`config.mk`:
```
export PLATFORM = sky130hd
export DESIGN_NAME = reorder_buffer_flat
export DESIGN_NICKNAME = d
export VERILOG_FILES = /design/src/rtl/reorder_buffer_if.sv /design/src/rtl/reorder_buffer.sv /design/src/flat_wrapper.sv
export SDC_FILE = /design/constraint.sdc
export NUM_CORES = 1
export LEC_CHECK = 0
export BUFFER_PORTS_ARGS = -buffer_cell sky130_fd_sc_hd__buf_2
export CAP_MARGIN = 20
export CORE_AREA = 3 3 309 311
export CTS_CLUSTER_DIAMETER = 30
export DETAILED_ROUTE_END_ITERATION = 7
export DIE_AREA = 0 0 312 314
export SKIP_CTS_REPAIR_TIMING = 1
export SLEW_MARGIN = 20
export SYNTH_ARGS = -nofsm -noshare
export SYNTH_HDL_FRONTEND = slang
export SYNTH_SLANG_ARGS = --single-unit
```
`constraint.sdc`:
```
create_clock -name clk_in -period 10.3 [get_ports clk_in]
set_input_delay 0.515 -clock clk_in [delete_from_list [all_inputs] [get_ports clk_in]]
set_output_delay 0.515 -clock clk_in [all_outputs]
set_load 0.02 [all_outputs]
```
`src/rtl/reorder_buffer_if.sv`:
```
// Bundle of dispatch, operand-lookup, result-broadcast and retire signals
// between the reorder buffer and the rest of the out-of-order core.
//
// Handshake semantics: the only flow-controlled transfer is allocation.
// An allocation transfers on a rising clk_in edge when alloc_valid=1 and
// has_no_vacancy=0 at that edge. The transferred entry's id is the alloc_id
// seen in that cycle. When has_no_vacancy=1 the request is dropped rather than
// stalled, so dispatch must check has_no_vacancy before asserting alloc_valid.
// CDB broadcasts and commits are unconditional one-cycle pulses with no
// back-pressure. Id 0 on any tag means "none".
interface reorder_buffer_if #(
   parameter int ROB_ID_WIDTH = 4
);
   logic                    flush_input;
   logic                    alloc_valid;
   logic [4:0]              alloc_rd;
   logic [ROB_ID_WIDTH-1:0] alloc_id;
   logic                    has_no_vacancy;
   logic                    has_one_vacancy;
   logic [ROB_ID_WIDTH-1:0] query_j_id;
   logic [ROB_ID_WIDTH-1:0] query_k_id;
   logic                    query_j_ready;
   logic                    query_k_ready;
   logic [31:0]             query_j_value;
   logic [31:0]             query_k_value;
   logic [ROB_ID_WIDTH-1:0] cdb_alu_rob_id;
   logic [ROB_ID_WIDTH-1:0] cdb_mem_rob_id;
   logic [31:0]             cdb_alu_value;
   logic [31:0]             cdb_mem_value;
   logic                    commit_valid;
   logic [ROB_ID_WIDTH-1:0] commit_rob_id;
   logic [4:0]              commit_rd;
   logic [31:0]             commit_value;

   // Core side: dispatch, stations and execution units.
   modport master (
      output flush_input, alloc_valid, alloc_rd, query_j_id, query_k_id,
             cdb_alu_rob_id, cdb_mem_rob_id, cdb_alu_value, cdb_mem_value,
      input  alloc_id, has_no_vacancy, has_one_vacancy,
             query_j_ready, query_k_ready, query_j_value, query_k_value,
             commit_valid, commit_rob_id, commit_rd, commit_value
   );

   // Reorder buffer side.
   modport slave (
      input  flush_input, alloc_valid, alloc_rd, query_j_id, query_k_id,
             cdb_alu_rob_id, cdb_mem_rob_id, cdb_alu_value, cdb_mem_value,
      output alloc_id, has_no_vacancy, has_one_vacancy,
             query_j_ready, query_k_ready, query_j_value, query_k_value,
             commit_valid, commit_rob_id, commit_rd, commit_value
   );
endinterface

```
`src/rtl/reorder_buffer.sv`:
```
// Circular reorder buffer: issues ROB ids 1..2^W-1 (0 is "none"), captures
// results from the ALU and MEM result buses, forwards operands to the
// reservation stations and retires one instruction per cycle in order.
module reorder_buffer #(
   parameter int ROB_ID_WIDTH = 4
) (
   input logic             clk_in,
   input logic             rst_n_in,
   reorder_buffer_if.slave rob
);
   localparam int DEPTH = 2 ** ROB_ID_WIDTH;
   typedef logic [ROB_ID_WIDTH-1:0] id_t;
   localparam id_t MAX_ID = '1;
   localparam id_t ONE_ID = id_t'(1);

   // Entry 0 exists only so tags index the arrays directly; it is never used.
   logic [DEPTH-1:0] busy_q;
   logic [DEPTH-1:0] ready_q;
   logic [4:0]       rd_q    [DEPTH];
   logic [31:0]      value_q [DEPTH];

   id_t         head_q;
   id_t         tail_q;
   id_t         count_q;
   logic        commit_valid_q;
   id_t         commit_rob_id_q;
   logic [4:0]  commit_rd_q;
   logic [31:0] commit_value_q;

   logic alloc_ok;
   logic commit_ok;

   // Pointers skip id 0 when wrapping.
   function automatic id_t next_ptr(input id_t p);
      return (p == MAX_ID) ? ONE_ID : p + ONE_ID;
   endfunction

   assign rob.has_no_vacancy  = (count_q == MAX_ID);
   assign rob.has_one_vacancy = (count_q == MAX_ID - ONE_ID);
   assign rob.alloc_id        = tail_q;
   assign alloc_ok            = rob.alloc_valid && !rob.has_no_vacancy;
   assign commit_ok           = busy_q[head_q] && ready_q[head_q];

   assign rob.commit_valid  = commit_valid_q;
   assign rob.commit_rob_id = commit_rob_id_q;
   assign rob.commit_rd     = commit_rd_q;
   assign rob.commit_value  = commit_value_q;

   // Operand lookup: tag 0, then same-cycle bus forwarding (ALU first), then stored result.
   always_comb begin
      rob.query_j_ready = 1'b0;
      rob.query_j_value = 32'd0;
      rob.query_k_ready = 1'b0;
      rob.query_k_value = 32'd0;
      if (rob.query_j_id == '0) begin
         rob.query_j_ready = 1'b1;
      end else if (rob.query_j_id == rob.cdb_alu_rob_id) begin
         rob.query_j_ready = 1'b1;
         rob.query_j_value = rob.cdb_alu_value;
      end else if (rob.query_j_id == rob.cdb_mem_rob_id) begin
         rob.query_j_ready = 1'b1;
         rob.query_j_value = rob.cdb_mem_value;
      end else if (busy_q[rob.query_j_id] && ready_q[rob.query_j_id]) begin
         rob.query_j_ready = 1'b1;
         rob.query_j_value = value_q[rob.query_j_id];
      end
      if (rob.query_k_id == '0) begin
         rob.query_k_ready = 1'b1;
      end else if (rob.query_k_id == rob.cdb_alu_rob_id) begin
         rob.query_k_ready = 1'b1;
         rob.query_k_value = rob.cdb_alu_value;
      end else if (rob.query_k_id == rob.cdb_mem_rob_id) begin
         rob.query_k_ready = 1'b1;
         rob.query_k_value = rob.cdb_mem_value;
      end else if (busy_q[rob.query_k_id] && ready_q[rob.query_k_id]) begin
         rob.query_k_ready = 1'b1;
         rob.query_k_value = value_q[rob.query_k_id];
      end
   end

   // Entry state, pointers, occupancy and registered commit port.
   always_ff @(posedge clk_in) begin
      if (!rst_n_in || rob.flush_input) begin
         head_q          <= ONE_ID;
         tail_q          <= ONE_ID;
         count_q         <= '0;
         busy_q          <= '0;
         ready_q         <= '0;
         commit_valid_q  <= 1'b0;
         commit_rob_id_q <= '0;
         commit_rd_q     <= '0;
         commit_value_q  <= '0;
      end else begin
         // MEM is written first so a same-id ALU broadcast overrides it.
         if (rob.cdb_mem_rob_id != '0 && busy_q[rob.cdb_mem_rob_id]) begin
            ready_q[rob.cdb_mem_rob_id] <= 1'b1;
            value_q[rob.cdb_mem_rob_id] <= rob.cdb_mem_value;
         end
         if (rob.cdb_alu_rob_id != '0 && busy_q[rob.cdb_alu_rob_id]) begin
            ready_q[rob.cdb_alu_rob_id] <= 1'b1;
            value_q[rob.cdb_alu_rob_id] <= rob.cdb_alu_value;
         end
         // The tail entry is never busy when an alloc is accepted, so no bus write can collide.
         if (alloc_ok) begin
            busy_q[tail_q]  <= 1'b1;
            ready_q[tail_q] <= 1'b0;
            rd_q[tail_q]    <= rob.alloc_rd;
            tail_q          <= next_ptr(tail_q);
         end
         if (commit_ok) begin
            busy_q[head_q]  <= 1'b0;
            ready_q[head_q] <= 1'b0;
            head_q          <= next_ptr(head_q);
            commit_valid_q  <= 1'b1;
            commit_rob_id_q <= head_q;
            commit_rd_q     <= rd_q[head_q];
            commit_value_q  <= value_q[head_q];
         end else begin
            commit_valid_q  <= 1'b0;
            commit_rob_id_q <= '0;
            commit_rd_q     <= '0;
            commit_value_q  <= '0;
         end
         unique case ({alloc_ok, commit_ok})
            2'b10:   count_q <= count_q + ONE_ID;
            2'b01:   count_q <= count_q - ONE_ID;
            default: count_q <= count_q;
         endcase
      end
   end
endmodule

```
`src/flat_wrapper.sv`:
```
// flat-port wrapper written by rule: the top's interface ports become plain ports
module reorder_buffer_flat 
#(
   parameter int ROB_ID_WIDTH = 4
)
  (clk_in, rst_n_in, rob_flush_input, rob_alloc_valid, rob_alloc_rd, rob_query_j_id, rob_query_k_id, rob_cdb_alu_rob_id, rob_cdb_mem_rob_id, rob_cdb_alu_value, rob_cdb_mem_value, rob_alloc_id, rob_has_no_vacancy, rob_has_one_vacancy, rob_query_j_ready, rob_query_k_ready, rob_query_j_value, rob_query_k_value, rob_commit_valid, rob_commit_rob_id, rob_commit_rd, rob_commit_value);
  reorder_buffer_if #(.ROB_ID_WIDTH(ROB_ID_WIDTH)) rob_i ();
  input logic clk_in;
  input logic rst_n_in;
  input wire logic [$bits(rob_i.flush_input)-1:0] rob_flush_input;
  input wire logic [$bits(rob_i.alloc_valid)-1:0] rob_alloc_valid;
  input wire logic [$bits(rob_i.alloc_rd)-1:0] rob_alloc_rd;
  input wire logic [$bits(rob_i.query_j_id)-1:0] rob_query_j_id;
  input wire logic [$bits(rob_i.query_k_id)-1:0] rob_query_k_id;
  input wire logic [$bits(rob_i.cdb_alu_rob_id)-1:0] rob_cdb_alu_rob_id;
  input wire logic [$bits(rob_i.cdb_mem_rob_id)-1:0] rob_cdb_mem_rob_id;
  input wire logic [$bits(rob_i.cdb_alu_value)-1:0] rob_cdb_alu_value;
  input wire logic [$bits(rob_i.cdb_mem_value)-1:0] rob_cdb_mem_value;
  output wire logic [$bits(rob_i.alloc_id)-1:0] rob_alloc_id;
  output wire logic [$bits(rob_i.has_no_vacancy)-1:0] rob_has_no_vacancy;
  output wire logic [$bits(rob_i.has_one_vacancy)-1:0] rob_has_one_vacancy;
  output wire logic [$bits(rob_i.query_j_ready)-1:0] rob_query_j_ready;
  output wire logic [$bits(rob_i.query_k_ready)-1:0] rob_query_k_ready;
  output wire logic [$bits(rob_i.query_j_value)-1:0] rob_query_j_value;
  output wire logic [$bits(rob_i.query_k_value)-1:0] rob_query_k_value;
  output wire logic [$bits(rob_i.commit_valid)-1:0] rob_commit_valid;
  output wire logic [$bits(rob_i.commit_rob_id)-1:0] rob_commit_rob_id;
  output wire logic [$bits(rob_i.commit_rd)-1:0] rob_commit_rd;
  output wire logic [$bits(rob_i.commit_value)-1:0] rob_commit_value;
  assign rob_i.flush_input = rob_flush_input;
  assign rob_i.alloc_valid = rob_alloc_valid;
  assign rob_i.alloc_rd = rob_alloc_rd;
  assign rob_i.query_j_id = rob_query_j_id;
  assign rob_i.query_k_id = rob_query_k_id;
  assign rob_i.cdb_alu_rob_id = rob_cdb_alu_rob_id;
  assign rob_i.cdb_mem_rob_id = rob_cdb_mem_rob_id;
  assign rob_i.cdb_alu_value = rob_cdb_alu_value;
  assign rob_i.cdb_mem_value = rob_cdb_mem_value;
  assign rob_alloc_id = rob_i.alloc_id;
  assign rob_has_no_vacancy = rob_i.has_no_vacancy;
  assign rob_has_one_vacancy = rob_i.has_one_vacancy;
  assign rob_query_j_ready = rob_i.query_j_ready;
  assign rob_query_k_ready = rob_i.query_k_ready;
  assign rob_query_j_value = rob_i.query_j_value;
  assign rob_query_k_value = rob_i.query_k_value;
  assign rob_commit_valid = rob_i.commit_valid;
  assign rob_commit_rob_id = rob_i.commit_rob_id;
  assign rob_commit_rd = rob_i.commit_rd;
  assign rob_commit_value = rob_i.commit_value;
  reorder_buffer #(.ROB_ID_WIDTH(ROB_ID_WIDTH)) u_core (.clk_in(clk_in), .rst_n_in(rst_n_in), .rob(rob_i));
endmodule
```
==> impl_summary.md <==
Run status
The flow ran to the end, and the final reports show no timing, DRC or antenna violations.

Worst setup path
Traced cell by cell, the critical path runs through buf_6 -> buf_4 -> buf_4 -> mux4_2 -> mux2i_1 -> nor2_1 -> a21oi_1 -> o221ai_1 -> buf_2. For the worst setup path, the data arrival time is 4.17 ns. For flop-to-flop paths, the worst setup slack is 6.15 ns. The category of cells accounting for the largest share of critical-path delay is buffers and inverters. The reg-to-reg critical path endpoint is u_core.rob.commit_value[1]. The cell repeated most along the worst path is sky130_fd_sc_hd__buf_4. In this run the worst path has a maximum fanout of 59. In this design, the stage delay of the slowest critical-path cell is 0.93 ns. The worst setup path is of the in2out kind. The origin of the critical flop-to-flop path is u_core.head_q[0]. The type of element launching the critical path is a primary input.

The count of buffer and inverter cells on the critical path is 4. The depth of the worst register-to-register path is 5. The worst setup path is captured at a primary output. The slowest stage of the critical path is the sky130_fd_sc_hd__buf_4 cell. The data required time of the worst path is 9.79 ns.

Logic synthesis
The share of the Yosys chip area taken by registers is 46.8%. Summed over its instances, the top area cell type makes up 42.6% of the synthesized netlist area. The count of yosys warnings during synthesis is 0.

After synthesis, the cell types taking the most area are sky130_fd_sc_hd__edfxtp_1 (43%), sky130_fd_sc_hd__mux4_2 (28%), sky130_fd_sc_hd__mux2_2 (12%), sky130_fd_sc_hd__dfxtp_1 (4.1%), sky130_fd_sc_hd__clkbuf_1 (1.5%). Among all flip-flop cells after synthesis, the most frequent one is sky130_fd_sc_hd__edfxtp_1. The cell area that synthesis handed to floorplanning was 41700 um2.

After technology mapping, the gate count stands at 2618. The number of unique standard cell types used by synthesis is 67. Each instance of the synthesized netlist takes up on average 15.9 um2. After synthesis the netlist holds a flip-flop and latch count of 678. In the synthesized netlist the async set-or-reset flop fraction comes to 0%. The library cell with the largest summed area after synthesis is sky130_fd_sc_hd__edfxtp_1. Counting flops with a built-in enable in the synthesized netlist gives 592.

CTS
The number of buffers created by CTS is 168. The number of buffers between clock root and the deepest sink is 3. In this run the number of H-tree levels came out at 4. The insertion delay to the later sink of the worst-skew pair is 0.75 ns. CTS saw 678 sinks. The clock edge transition at the registers on the reported setup and hold paths is 0.05 ns. In this run the clock root is driven by a sky130_fd_sc_hd__clkbuf_16. TritonCTS built the clock tree.

Route
The wire length the detailed router placed on met1 is 53100 um. After the first detailed-routing iteration, the DRC count stood at 3364. The overall routed net length is 141000 um. For this run, design rule violations remaining after detail routing come to 0. The pre-antenna-repair detailed-routing pass consisted of 6 iterations. Detailed routing placed a total of 14000 um of wire on met3. The uppermost layer routed is met5. Using the TritonRoute via totals, the vias-per-cell ratio works out to 6.65. Detailed routing inserted a total of 27813 vias.

In this run the remaining antenna-violating nets after routing total 0. The routed length per instance is 33.6 um. The met2 wire length is 68200 um.

Placed design
Detailed placement ended at an HPWL of 79200 um. The number of cells after detailed placement is 3855. The number of input and output port buffers inserted is 202.

Routability-driven placement finished with a final weighted congestion of 0.866.

Final layout
Compared with the post-synthesis result, the final layout area differs by 18.7%. The layout has 7542 filler cells. The register area is 19500 um2. The final cell count without fillers is 4180. Cells with a size suffix above 1 make up 53.0% of the layout.

The number of nets in the final layout is 2872. The multi-input combinational cells in the finished layout cover a total of 20600 um2.

Timing
The relative slew slack is 25.6%. The final number of setup-violating endpoints is 0. The pin slew with the least headroom to its limit is 1.12 ns. The number of endpoints with negative hold slack in the final report came to 0. The final worst-path cycle share is 45.5%. The minimum clock period is 4.68 ns. Setup repair after global routing left no endpoint under its margin.

The summed negative setup slack over all endpoints is 0 ns. The maximum clock frequency is 0.214 GHz. The max-slew violation count was 0. The clock skew is 0.0333 ns.

Floorplan
From left edge to right edge, the die measures 312 um. The region available for standard cell placement spans 93000 um2. The die covers 98000 um2. Once the floorplan was initialized, standard cells occupied 44.8% of the core. The I/O pin total is 203. The cell row count is 112. The vertical die dimension is 314 um.

Hold path
In this run the worst hold path is classified as in2reg. The cell depth of the worst hold path is 1. The capture endpoint of the worst hold path is u_core.rd_q[5][4]. The worst hold path begins at rob_alloc_rd[4].

GRT
The via count of the first global-routing pass is 28841. The first-pass GRT wire length is 202000 um. The initial antenna violation count came to 11. For this run the aggregate overflow at the end of global routing stands at 0. Entering global routing, the biggest net connects 60 pins. The global router's overall resource usage is 28.6%.

Power and ir drop
The switching part of the total is 23.3%. VDD sags by at most 144 uV. Cell internal power was estimated by the tool at 6.95 mW.

In this run the power spent charging and discharging nets is 2.11 mW. In this run the static leakage power is 17.1 nW. The power density over the cells is 183 nW/um2. The clock network accounts for 59.5% of the total power.

The share of power burned in combinational logic is 7.3%. The fraction of power consumed by sequential logic is 33.3%.

Job
The tool flagged a number of max-cap violations equal to 0.
final cells by class:
class,instances,area share (%)
Tap cell,1254,3.17
Antenna cell,7,0.0354
Clock buffer,201,8.95
Timing Repair Buffer,263,3.09
Inverter,116,0.885
Clock inverter,116,2.85
Multi-Input combinational cell,1545,41.6
Sequential cell,678,39.4
flip-flops by register name, indices dropped and copies added (netlist names):
register / count
u_core.value_q: 512
u_core.rd_q: 80
u_core.rob.commit_value: 32
u_core.busy_q: 16
u_core.ready_q: 16
u_core.rob.commit_rd: 5
u_core.count_q: 4
u_core.head_q: 4
u_core.rob.alloc_id: 4
u_core.rob.commit_rob_id: 4
u_core.rob.commit_valid: 1
logic make-up after synthesis:
family          synth area share, %
mux                            41.0
fa+ha+maj                     0.330
buf+inv                        4.58
compound gates                 3.39
flops                          46.8
other cells                 0.00899
xor+xnor                      0.462
simple gates                   3.42
stage by stage:
step / hold slack, ns / area (um2) / worst slack [ns] / utilization [%] / total power [mW]
CTS: 0.109 / 49400 / 5.67 / 53.1 / 9.11
global route: 0.153 / 49500 / 5.54 / 53.2 / 9.31
finish: 0.170 / 49500 / 5.62 / 53.2 / 9.06
detailed placement: 0.488 / 43600 / 5.68 / 46.9 / 3.72
global placement: 0.479 / 43600 / 5.60 / 46.9 / 3.70
floorplan: 0.438 / 41800 / 6.24 / - / 3.51
power by group through the flow:
stage                     Combinational, mW  Sequential [mW]  Clock [mW]
after detailed placement              0.652             3.06           0
after CTS                             0.656             3.02        5.44
final                                 0.658             3.02        5.39
after floorplan                       0.446             3.06           0
after global routing                  0.698             3.01        5.59
after global placement                0.643             3.06           0
cell usage after synthesis, types with 13 or more instances:
cell type	instances
sky130_fd_sc_hd__inv_1	112
sky130_fd_sc_hd__clkbuf_1	164
sky130_fd_sc_hd__mux4_2	515
sky130_fd_sc_hd__nand2_1	74
sky130_fd_sc_hd__a21oi_1	24
sky130_fd_sc_hd__a22oi_1	33
sky130_fd_sc_hd__edfxtp_1	592
sky130_fd_sc_hd__mux2_2	442
sky130_fd_sc_hd__nand3_1	28
sky130_fd_sc_hd__buf_2	77
sky130_fd_sc_hd__dfxtp_1	86
sky130_fd_sc_hd__o221ai_1	32
sky130_fd_sc_hd__nor3_1	14
sky130_fd_sc_hd__o21ai_0	44
sky130_fd_sc_hd__buf_4	35
sky130_fd_sc_hd__xor2_1	13
sky130_fd_sc_hd__buf_1	23
sky130_fd_sc_hd__nor2_1	50
sky130_fd_sc_hd__nor2b_1	52
sky130_fd_sc_hd__mux2_1	42
cell usage in the layout, fill, tap and decap left out, drive strengths merged, types with 4 or more instances in the layout:
| cell | synthesis | final |
|---|---|---|
| edfxtp | 592 | 592 |
| mux4 | 515 | 515 |
| mux2 | 484 | 484 |
| buf | 146 | 263 |
| clkbuf | 164 | 201 |
| inv | 114 | 124 |
| dfxtp | 86 | 86 |
| nand2 | 80 | 80 |
| clkinv | 2 | 71 |
| o21ai | 53 | 53 |
| nor2b | 52 | 52 |
| nor2 | 50 | 50 |
| a22oi | 33 | 33 |
| o221ai | 32 | 32 |
| conb | 1 | 32 |
| nand3 | 31 | 31 |
| a21oi | 24 | 24 |
| bufinv | 0 | 24 |
| nor3 | 16 | 16 |
| xor2 | 13 | 13 |
| clkinvlp | 0 | 13 |
| ha | 11 | 11 |
| xnor2 | 9 | 9 |
| a221oi | 8 | 8 |
| a2111oi | 8 | 8 |
| diode | 0 | 7 |
| a211oi | 7 | 7 |
| and2 | 7 | 7 |
| nand4 | 6 | 6 |
| mux2i | 6 | 6 |
| and3 | 6 | 6 |
| nand3b | 5 | 5 |
| nand2b | 5 | 5 |
| o22ai | 5 | 5 |
| o311ai | 4 | 4 |
| a32oi | 4 | 4 |
| or3 | 4 | 4 |
| nor4 | 4 | 4 |
layer usage:
metal	vias to the layer above	track usage [%]
li1	11107	-
met1	14577	37.5
met2	1792	46.6
met3	331	6.60
met4	6	11.0
met5	-	0.494
worst max path at each step:
stage                           start                    end  slack [ns]  cells past startpoint
floorplan                    rst_n_in   u_core.value_q[2][0]        6.24                      4
global placement    rob_query_k_id[1]  rob_query_k_value[31]        5.60                      9
detailed placement  rob_query_k_id[1]   rob_query_k_value[1]        5.68                      8
CTS                 rob_query_k_id[1]   rob_query_k_value[1]        5.67                      8
global route        rob_query_k_id[1]  rob_query_k_value[31]        5.54                      9
finish              rob_query_k_id[1]  rob_query_k_value[31]        5.62                      9
Note: power is estimated with default switching activity, not from simulation.
